[src/rtl/spi_pkg.sv]
// rtl/spi_pkg.sv - register map, frame constants and FSM states for the SPI config slave
package spi_pkg;

  localparam logic [6:0] ADDR_EN_OUT_7_0  = 7'h00;
  localparam logic [6:0] ADDR_EN_OUT_15_8 = 7'h01;
  localparam logic [6:0] ADDR_EN_PWM_7_0  = 7'h02;
  localparam logic [6:0] ADDR_EN_PWM_15_8 = 7'h03;
  localparam logic [6:0] ADDR_PWM_DUTY    = 7'h04;

  localparam int FRAME_BITS = 16;
  localparam int CNT_W      = 5;
  // One past a full frame; the counter parks here so long frames stay invalid.
  localparam logic [CNT_W-1:0] CNT_OVF = 5'd17;

  typedef enum logic [1:0] {
    IDLE,
    SHIFT,
    COMMIT
  } spi_state_e;

endpackage

[src/rtl/spi_sync_edge.sv]
// rtl/spi_sync_edge.sv - multi-stage synchronizer for one async pin with rise/fall pulses
module spi_sync_edge #(
  parameter int   STAGES    = 2,
  parameter logic RESET_VAL = 1'b0
) (
  input  logic clk,
  input  logic rst_n,
  input  logic din,
  output logic level,
  output logic rise,
  output logic fall
);

  logic [STAGES-1:0] sync_q;
  logic              prev_q;

  always_ff @(posedge clk or negedge rst_n) begin
    if (!rst_n) begin
      sync_q <= {STAGES{RESET_VAL}};
      prev_q <= RESET_VAL;
    end else begin
      sync_q <= {sync_q[STAGES-2:0], din};
      prev_q <= sync_q[STAGES-1];
    end
  end

  assign level = sync_q[STAGES-1];
  assign rise  = level & ~prev_q;
  assign fall  = ~level & prev_q;

endmodule

[src/rtl/spi_peripheral.sv]
// rtl/spi_peripheral.sv - oversampled SPI mode-0 write-only slave driving the PWM config registers
module spi_peripheral
  import spi_pkg::*;
#(
  parameter int SYNC_STAGES = 2,
  parameter int MAX_ADDR    = 4
) (
  input  logic       clk,
  input  logic       rst_n,
  input  logic       sclk,
  input  logic       copi,
  input  logic       ncs,
  output logic [7:0] en_reg_out_7_0,
  output logic [7:0] en_reg_out_15_8,
  output logic [7:0] en_reg_pwm_7_0,
  output logic [7:0] en_reg_pwm_15_8,
  output logic [7:0] pwm_duty_cycle,
  output logic       wr_strobe
);

  logic sclk_level, sclk_rise, sclk_fall;
  logic copi_level, copi_rise, copi_fall;
  logic ncs_level, ncs_rise, ncs_fall;
  logic unused_edges;

  spi_sync_edge #(.STAGES(SYNC_STAGES), .RESET_VAL(1'b0)) u_sync_sclk (
    .clk(clk), .rst_n(rst_n), .din(sclk),
    .level(sclk_level), .rise(sclk_rise), .fall(sclk_fall)
  );

  spi_sync_edge #(.STAGES(SYNC_STAGES), .RESET_VAL(1'b0)) u_sync_copi (
    .clk(clk), .rst_n(rst_n), .din(copi),
    .level(copi_level), .rise(copi_rise), .fall(copi_fall)
  );

  spi_sync_edge #(.STAGES(SYNC_STAGES), .RESET_VAL(1'b1)) u_sync_ncs (
    .clk(clk), .rst_n(rst_n), .din(ncs),
    .level(ncs_level), .rise(ncs_rise), .fall(ncs_fall)
  );

  assign unused_edges = ^{sclk_level, sclk_fall, copi_rise, copi_fall};

  spi_state_e       state_q, state_d;
  logic [CNT_W-1:0] count_q;
  logic [15:0]      shift_q;
  logic             frame_start, commit, frame_ok, wr_en;
  logic [6:0]       addr;
  logic [7:0]       data;

  assign addr     = shift_q[14:8];
  assign data     = shift_q[7:0];
  assign frame_ok = (count_q == CNT_W'(FRAME_BITS)) && shift_q[15] && (int'(addr) <= MAX_ADDR);
  assign wr_en    = commit && frame_ok;

  always_ff @(posedge clk or negedge rst_n) begin
    if (!rst_n) state_q <= IDLE;
    else        state_q <= state_d;
  end

  // A low select level (not just the fall pulse) starts a frame, so a fall
  // that lands while COMMIT is still busy is picked up once back in IDLE.
  always_comb begin
    state_d     = state_q;
    frame_start = 1'b0;
    commit      = 1'b0;
    case (state_q)
      IDLE: begin
        if (ncs_fall || !ncs_level) begin
          state_d     = SHIFT;
          frame_start = 1'b1;
        end
      end
      SHIFT:   if (ncs_rise) state_d = COMMIT;
      COMMIT: begin
        commit  = 1'b1;
        state_d = IDLE;
      end
      default: state_d = IDLE;
    endcase
  end

  always_ff @(posedge clk or negedge rst_n) begin
    if (!rst_n) begin
      count_q         <= '0;
      shift_q         <= '0;
      wr_strobe       <= 1'b0;
      en_reg_out_7_0  <= '0;
      en_reg_out_15_8 <= '0;
      en_reg_pwm_7_0  <= '0;
      en_reg_pwm_15_8 <= '0;
      pwm_duty_cycle  <= '0;
    end else begin
      wr_strobe <= wr_en;
      if (frame_start) begin
        count_q <= '0;
        shift_q <= '0;
      end else if (state_q == SHIFT && sclk_rise && !ncs_level) begin
        shift_q <= {shift_q[14:0], copi_level};
        if (count_q != CNT_OVF) count_q <= count_q + 5'd1;
      end
      if (wr_en) begin
        case (addr)
          ADDR_EN_OUT_7_0:  en_reg_out_7_0  <= data;
          ADDR_EN_OUT_15_8: en_reg_out_15_8 <= data;
          ADDR_EN_PWM_7_0:  en_reg_pwm_7_0  <= data;
          ADDR_EN_PWM_15_8: en_reg_pwm_15_8 <= data;
          ADDR_PWM_DUTY:    pwm_duty_cycle  <= data;
          default: ;
        endcase
      end
    end
  end

endmodule
[config.mk]
export PLATFORM = sky130hd
export DESIGN_NAME = spi_peripheral
export DESIGN_NICKNAME = d
export VERILOG_FILES = /design/src/rtl/spi_pkg.sv /design/src/rtl/spi_sync_edge.sv /design/src/rtl/spi_peripheral.sv
export SDC_FILE = /design/constraint.sdc
export NUM_CORES = 1
export LEC_CHECK = 0
export ABC_AREA = 1
export BUFFER_PORTS_ARGS = -buffer_cell sky130_fd_sc_hd__buf_2
export CORE_MARGIN = 4
export CORE_UTILIZATION = 61
export CTS_CLUSTER_DIAMETER = 30
export DETAILED_ROUTE_END_ITERATION = 10
export PLACE_DENSITY = 0.87
export SLEW_MARGIN = 30
export SYNTH_ARGS = -nofsm -noshare
export SYNTH_HDL_FRONTEND = slang
export SYNTH_SLANG_ARGS = --single-unit
[constraint.sdc]
create_clock -name clk -period 3.4 [get_ports clk]
set_input_delay 0.51 -clock clk [delete_from_list [all_inputs] [get_ports clk]]
set_output_delay 0.51 -clock clk [all_outputs]
set_load 0.005 [all_outputs]
Word level (Yosys, flattened, before mapping)

Cells that the tools add are included.
W data, S select, Z words.

Output and inout bits: 41
Bits in latches: 0
Flip-flop bits (word level): 72
Word-level logic and storage cells: 61
Bits of input ports: 5
Memory bits (writable): 0
Memories: 0
Bits in read-only memories: 0

$add $sub $neg: 1
Div/mod/pow operators: 0
Equality and inequality tests: 10
Magnitude comparators: 1
Reductions and logical operators: 18
Muxes and demuxes: 11
Shift operators: 0
Bitwise operators: 6
Multipliers: 0

Operators by type and width:

| cell                  | number |
|---|---|
| $mux W16              | 2 |
| $mux W5               | 3 |
| $eq A7 B2 Y1 const B  | 2 |
| $reduce_and A2 Y1     | 7 |
| $eq A7 B1 Y1 const B  | 1 |
| $eq A7 B3 Y1 const B  | 1 |
| $le A7 B3 Y1 const B  | 1 |
| $logic_not A7 Y1      | 1 |
| $add A5 B1 Y5 const B | 1 |
| $eq A5 B5 Y1 const B  | 1 |
| $logic_and A1 B1 Y1   | 5 |
| $ne A5 B5 Y1 const B  | 1 |
| $mux W2               | 2 |
| $ne A2 B2 Y1 const B  | 2 |
| $pmux W2 S2           | 1 |
| $reduce_bool A2 Y1    | 2 |
| $and A1 B1 Y1         | 3 |
| $mux W1               | 3 |
| $not A1 Y1            | 3 |
| $eq A2 B1 Y1 const B  | 1 |
| $eq A2 B2 Y1 const B  | 1 |
| $logic_not A2 Y1      | 1 |
| $logic_not A1 Y1      | 1 |
| $logic_or A1 B1 Y1    | 1 |

Longest topological paths before layout

Word-level depth: 7
Depth in mapped cells: 8
Depth with buffers taken out: 8

Cells and area by module

Synthesis repeated with hierarchy kept, for this count alone.

Cells, all modules: 318
Area total of the unflattened synthesis: 3045.4 um2

By module, submodules not included:

| module                           | sequential area each (um2) | area each (um2) | cells each | times used |
|---|---|---|---|---|
| spi_peripheral                   | 1601.5                     | 2771.4          | 297        | 1 |
| spi_sync_edge at u_sync_copi ... | 75.1                       | 90.1            | 7          | 2 |
| spi_sync_edge at u_sync_ncs      | 78.8                       | 93.8            | 7          | 1 |

Worst setup path after synthesis

Ideal clock, no wire load.

Path kind: reg-to-reg
Start: register count_q[0]
End: register en_reg_out_15_8[0]
Arrival time: 1.372 ns
Path slack: 1.911 ns
Stages on the path, launching flop included: 8
Library setup time: 0.117 ns
Required time: 3.283 ns
Buffers on the path: 0
Period minus slack after synthesis: 1.489 ns
Path through: dfrtp_1 > inv_1 > ha_1 > nand4_1 > nor2_8 > nand3_2 > nand2_1 > nand2_1

Word-level cells in the longest chain between the ends: 5

Ends and longest elaborated chain:

| item                               | RTL line              | text |
|---|---|---|
| from (decl)                        | spi_peripheral.sv:44  | `logic [CNT_W-1:0] count_q;` |
| from (signal assigned)             | spi_peripheral.sv:99  | `if (count_q != CNT_OVF) count_q <= count_q + 5'd1;` |
| $eq A5 B5 Y1                       | spi_peripheral.sv:52  | `assign frame_ok = (count_q == CNT_W'(FRAME_BITS)) && shift_q[15] && (int'(addr) <= MAX_ADDR);` |
| $logic_and A1 B1 Y1 (2 in series)  | spi_peripheral.sv:52  |  |
| $logic_and A1 B1 Y1                | spi_peripheral.sv:53  | `assign wr_en = commit && frame_ok;` |
| $reduce_and A2 Y1 (no source line) | -                     |  |
| to (signal assigned)               | spi_peripheral.sv:104 | `ADDR_EN_OUT_15_8: en_reg_out_15_8 <= data;` |
| to (decl)                          | spi_peripheral.sv:14  | `output logic [7:0] en_reg_out_15_8,` |

No other way between the ends.
A chain may end at the register's enable or synchronous reset.

Final worst setup path

Start: register count_q[0]
End: register en_reg_out_7_0[1]

Word-level cells in the longest chain between the ends: 5

Ends and longest elaborated chain:

| item                               | RTL line              | text |
|---|---|---|
| $eq A5 B5 Y1                       | spi_peripheral.sv:52  |  |
| $logic_and A1 B1 Y1 (2 in series)  | spi_peripheral.sv:52  |  |
| $logic_and A1 B1 Y1                | spi_peripheral.sv:53  |  |
| $reduce_and A2 Y1 (no source line) | -                     |  |
| to (signal assigned)               | spi_peripheral.sv:103 | `ADDR_EN_OUT_7_0: en_reg_out_7_0 <= data;` |
| to (decl)                          | spi_peripheral.sv:13  | `output logic [7:0] en_reg_out_7_0,` |

No other way between the ends.

==> impl_metrics.py <==
metrics = {
    "global_routing": {
        "grt_overflow": 0,
        "antenna_found_initial": 0,
        "grt_max_degree": 50,
        "grt_pass1_wl_microns": 10740,
        "grt_usage": 0.2208,
        "grt_pass1_vias": 2346,
    },
    "clock_tree": {
        "worstSkewPairLatency_ps": 360,
        "cts-buffers-inserted": 9,
        "htree_levels": 3,
        "cts_root_buffer": "clkbuf_8",
        "post_cts_buffers": 0,
        "clk_pin_slew_worst_paths_ps": 80,
        "cts_hold_buf": 0,
        "cts_tree": "yes",
        "clockBufferDepth": 2,
        "cts_sinks": 72,
        "cts_resized": 0,
    },
    "synthesis": {
        "synth.largest_area_cell": "dfrtp_1",
        "synth_compound_area_frac": 0.04302,
        "ys_seq_area_frac": 0.5593,
        "synth_area_sq_um": 3228,
        "yosys.area_share.simple": 0.2922,
        "avgSynthCellArea_sq_um": 9.782,
        "synthMuxAreaShare": 0,
        "synth-edff-count": 0,
        "synth.distinct_cells": 31,
        "synth-xor-area-share": 0.008140,
        "yosysTopAreaCellShare": 0.5349,
        "synth-async-reset-ratio": 1.000,
        "synth_top_family_by_area": "simple AND/OR/NAND/NOR gates",
        "synth_fa_ha_area_frac": 0.01163,
        "synthTopCellsByArea": "dfrtp_1, nand2_1, nand4_1",
        "yosysMostFrequentCell": "nand2_1",
        "synth_cells": 330,
        "yosysWarnings": 0,
        "synth_flop_cell": "dfrtp_1",
        "synth_common_cells": "nand2_1, dfrtp_1, inv_1, nand4_1, o22ai_1",
        "synth_fp_nets": 338,
        "postSynthRegisterBits": 72,
    },
    "layout": {
        "drive_above_1_share": 0.2442,
        "layout.cells.non_filler": 455,
        "fillCellCount": 374,
        "syn_to_final_growth_pct": 14.77,
        "seqCellArea_sq_um": 1805,
        "nets": 388,
        "multi_input_area_sq_um": 1146,
        "diodes": 0,
    },
    "power": {
        "p_leak_nw": 2.068,
        "peakVddDrop_v": 0.0003083,
        "power_density_nw_per_um2": 519.9,
        "finalPower_w": 0.001926,
    },
    "floorplan": {
        "num_rows": 26,
        "start_util": 0.6320,
        "die_h_microns": 80.75,
        "core_sq_um": 5107,
        "die-width_microns": 80.75,
        "boundaryPins": 46,
        "dieArea_sq_um": 6520,
    },
    "route": {
        "wl_microns": 6347,
        "viasPerCell": 5.376,
        "wire_per_inst_microns": 13.95,
        "vias": 2446,
        "detail_route.first_pass.iterations": 5,
        "antenna_left": 0,
        "drt_iter0_markers": 157,
        "drc": 0,
    },
    "timing": {
        "setup-violations-final": 0,
        "worst_slew_pin_slew_ps": 588.1,
        "min_period_over_period": 0.5600,
        "hold_viol_final": 0,
        "skew_ps": 12.50,
        "fin_setup_tns_ps": 0,
        "setup_ws_ps": 1496,
        "finalHoldWorstSlack_ps": 158.2,
        "min_period_ps": 1904,
        "finalMaxSlewViolations": 0,
        "rsz0062_at_grt": "no",
        "fmax_mhz": 525.2,
        "slew_headroom": 0.6079,
    },
    "worst_setup_path": {
        "crit_path_end_kind": "register",
        "crit-reg2reg-launch": "count_q[0]",
        "crit_required_ps": 3650,
        "reg2regPathDepth": 7,
        "worst-endpoint-arrival_ps": 2150,
        "cp-start-kind": "register",
        "path_class": "register to register",
        "cp_max_fo": 27,
        "r2r_end": "en_reg_out_7_0[1]",
        "ff2ff_setup_slack_ps": 1500,
    },
    "job": {
        "max_cap_violations": 0,
    },
    "status": {
        "status": "completed",
    },
    "place": {
        "post-place-ws_ps": 1519,
        "dp_cells": 439,
        "portBuffers": 45,
        "place.gp.congestion": 0.9148,
        "dp_hpwl_microns": 4420,
    },
    "worst_hold_path": {
        "hold_path.class": "input port to asynchronous set/reset pin",
    },
}
state kept, by name (all words and copies together) (netlist names):
name / cells
shift_q: 16
en_reg_out_15_8: 8
en_reg_out_7_0: 8
en_reg_pwm_15_8: 8
en_reg_pwm_7_0: 8
pwm_duty_cycle: 8
count_q: 5
state_q: 2
u_sync_copi.sync_q: 2
u_sync_ncs.sync_q: 2
u_sync_sclk.sync_q: 2
u_sync_ncs.prev_q: 1
u_sync_sclk.prev_q: 1
wr_strobe: 1
cell families (layout without fill, tap and decap cells):
logic type / Yosys count / in the layout
AO/OA/AOI/OAI: 23 / 23
buffers and inverters: 63 / 118
AND/OR/NAND/NOR: 166 / 166
adder cells (fa/ha/maj): 3 / 3
flip-flops: 72 / 72
XOR/XNOR: 3 / 3
metrics by stage:
step	util	cell area [sq um]
final	0.7254	3705
after global routing	0.7254	3705
after CTS	0.7254	3705
after detailed placement	0.6830	3488
after global placement	0.6825	3486
after floorplan	-	3228
cells in the final DEF, fill, tap and decap left out, drive strengths merged:
cell type	instances
xnor2	1
bufinv	2
o22ai	14
nand3	12
nand4	44
clkbuf	13
clkinvlp	1
nor2	9
nor4	1
o21ai	8
ha	3
inv	55
dfstp	3
o21bai	1
xor2	2
nor3	5
dfrtp	69
buf	47
nand2	95
worst max-delay path by stage:
stage / from / end / cells past startpoint
after floorplan: count_q[0] / en_reg_out_15_8[0] / 7
after global placement: count_q[0] / en_reg_out_7_0[6] / 7
after detailed placement: count_q[0] / en_reg_out_7_0[1] / 7
final: count_q[0] / en_reg_out_7_0[1] / 7
after global routing: state_q[1] / count_q[0] / 6
after CTS: count_q[0] / en_reg_out_7_0[1] / 7
worst max-delay path, cell delays in order (launching register included):
cell	delay, ps
dfrtp_1	440
inv_1	100
ha_1	190
nand4_1	260
nor2_8	390
nand3_2	230
nand2_1	130
nand2_1	60
routing by layer:
layer / global-route usage / share of wire / up-vias
li1: - / - / 1184
met1: 0.2882 / 0.44 / 1151
met2: 0.3435 / 0.46 / 89
met3: 0.04989 / 0.069 / 22
met4: 0.1233 / 0.032 / 0
met5: 0 / 0 / -
area by class of cell:
| cell class | count | share of cell area |
|---|---|---|
| Clock buffer | 13 | 0.04019 |
| Clock inverter | 3 | 0.01824 |
| Inverter | 55 | 0.05572 |
| Multi-Input combinational cell | 195 | 0.3094 |
| Sequential cell | 72 | 0.4873 |
| Tap cell | 70 | 0.02364 |
| Timing Repair Buffer | 47 | 0.06552 |
where the power goes:
group	internal (W)	leakage (nW)	switching, W	total, W
clock network	0.000434	0.104	0.000303	0.000737
registers	0.000899	0.977	0.0000583	0.000957
logic	0.0000701	0.987	0.000162	0.000232
total	0.00140	2.07	0.000523	0.00193
Power figures use the tool's default switching activity.
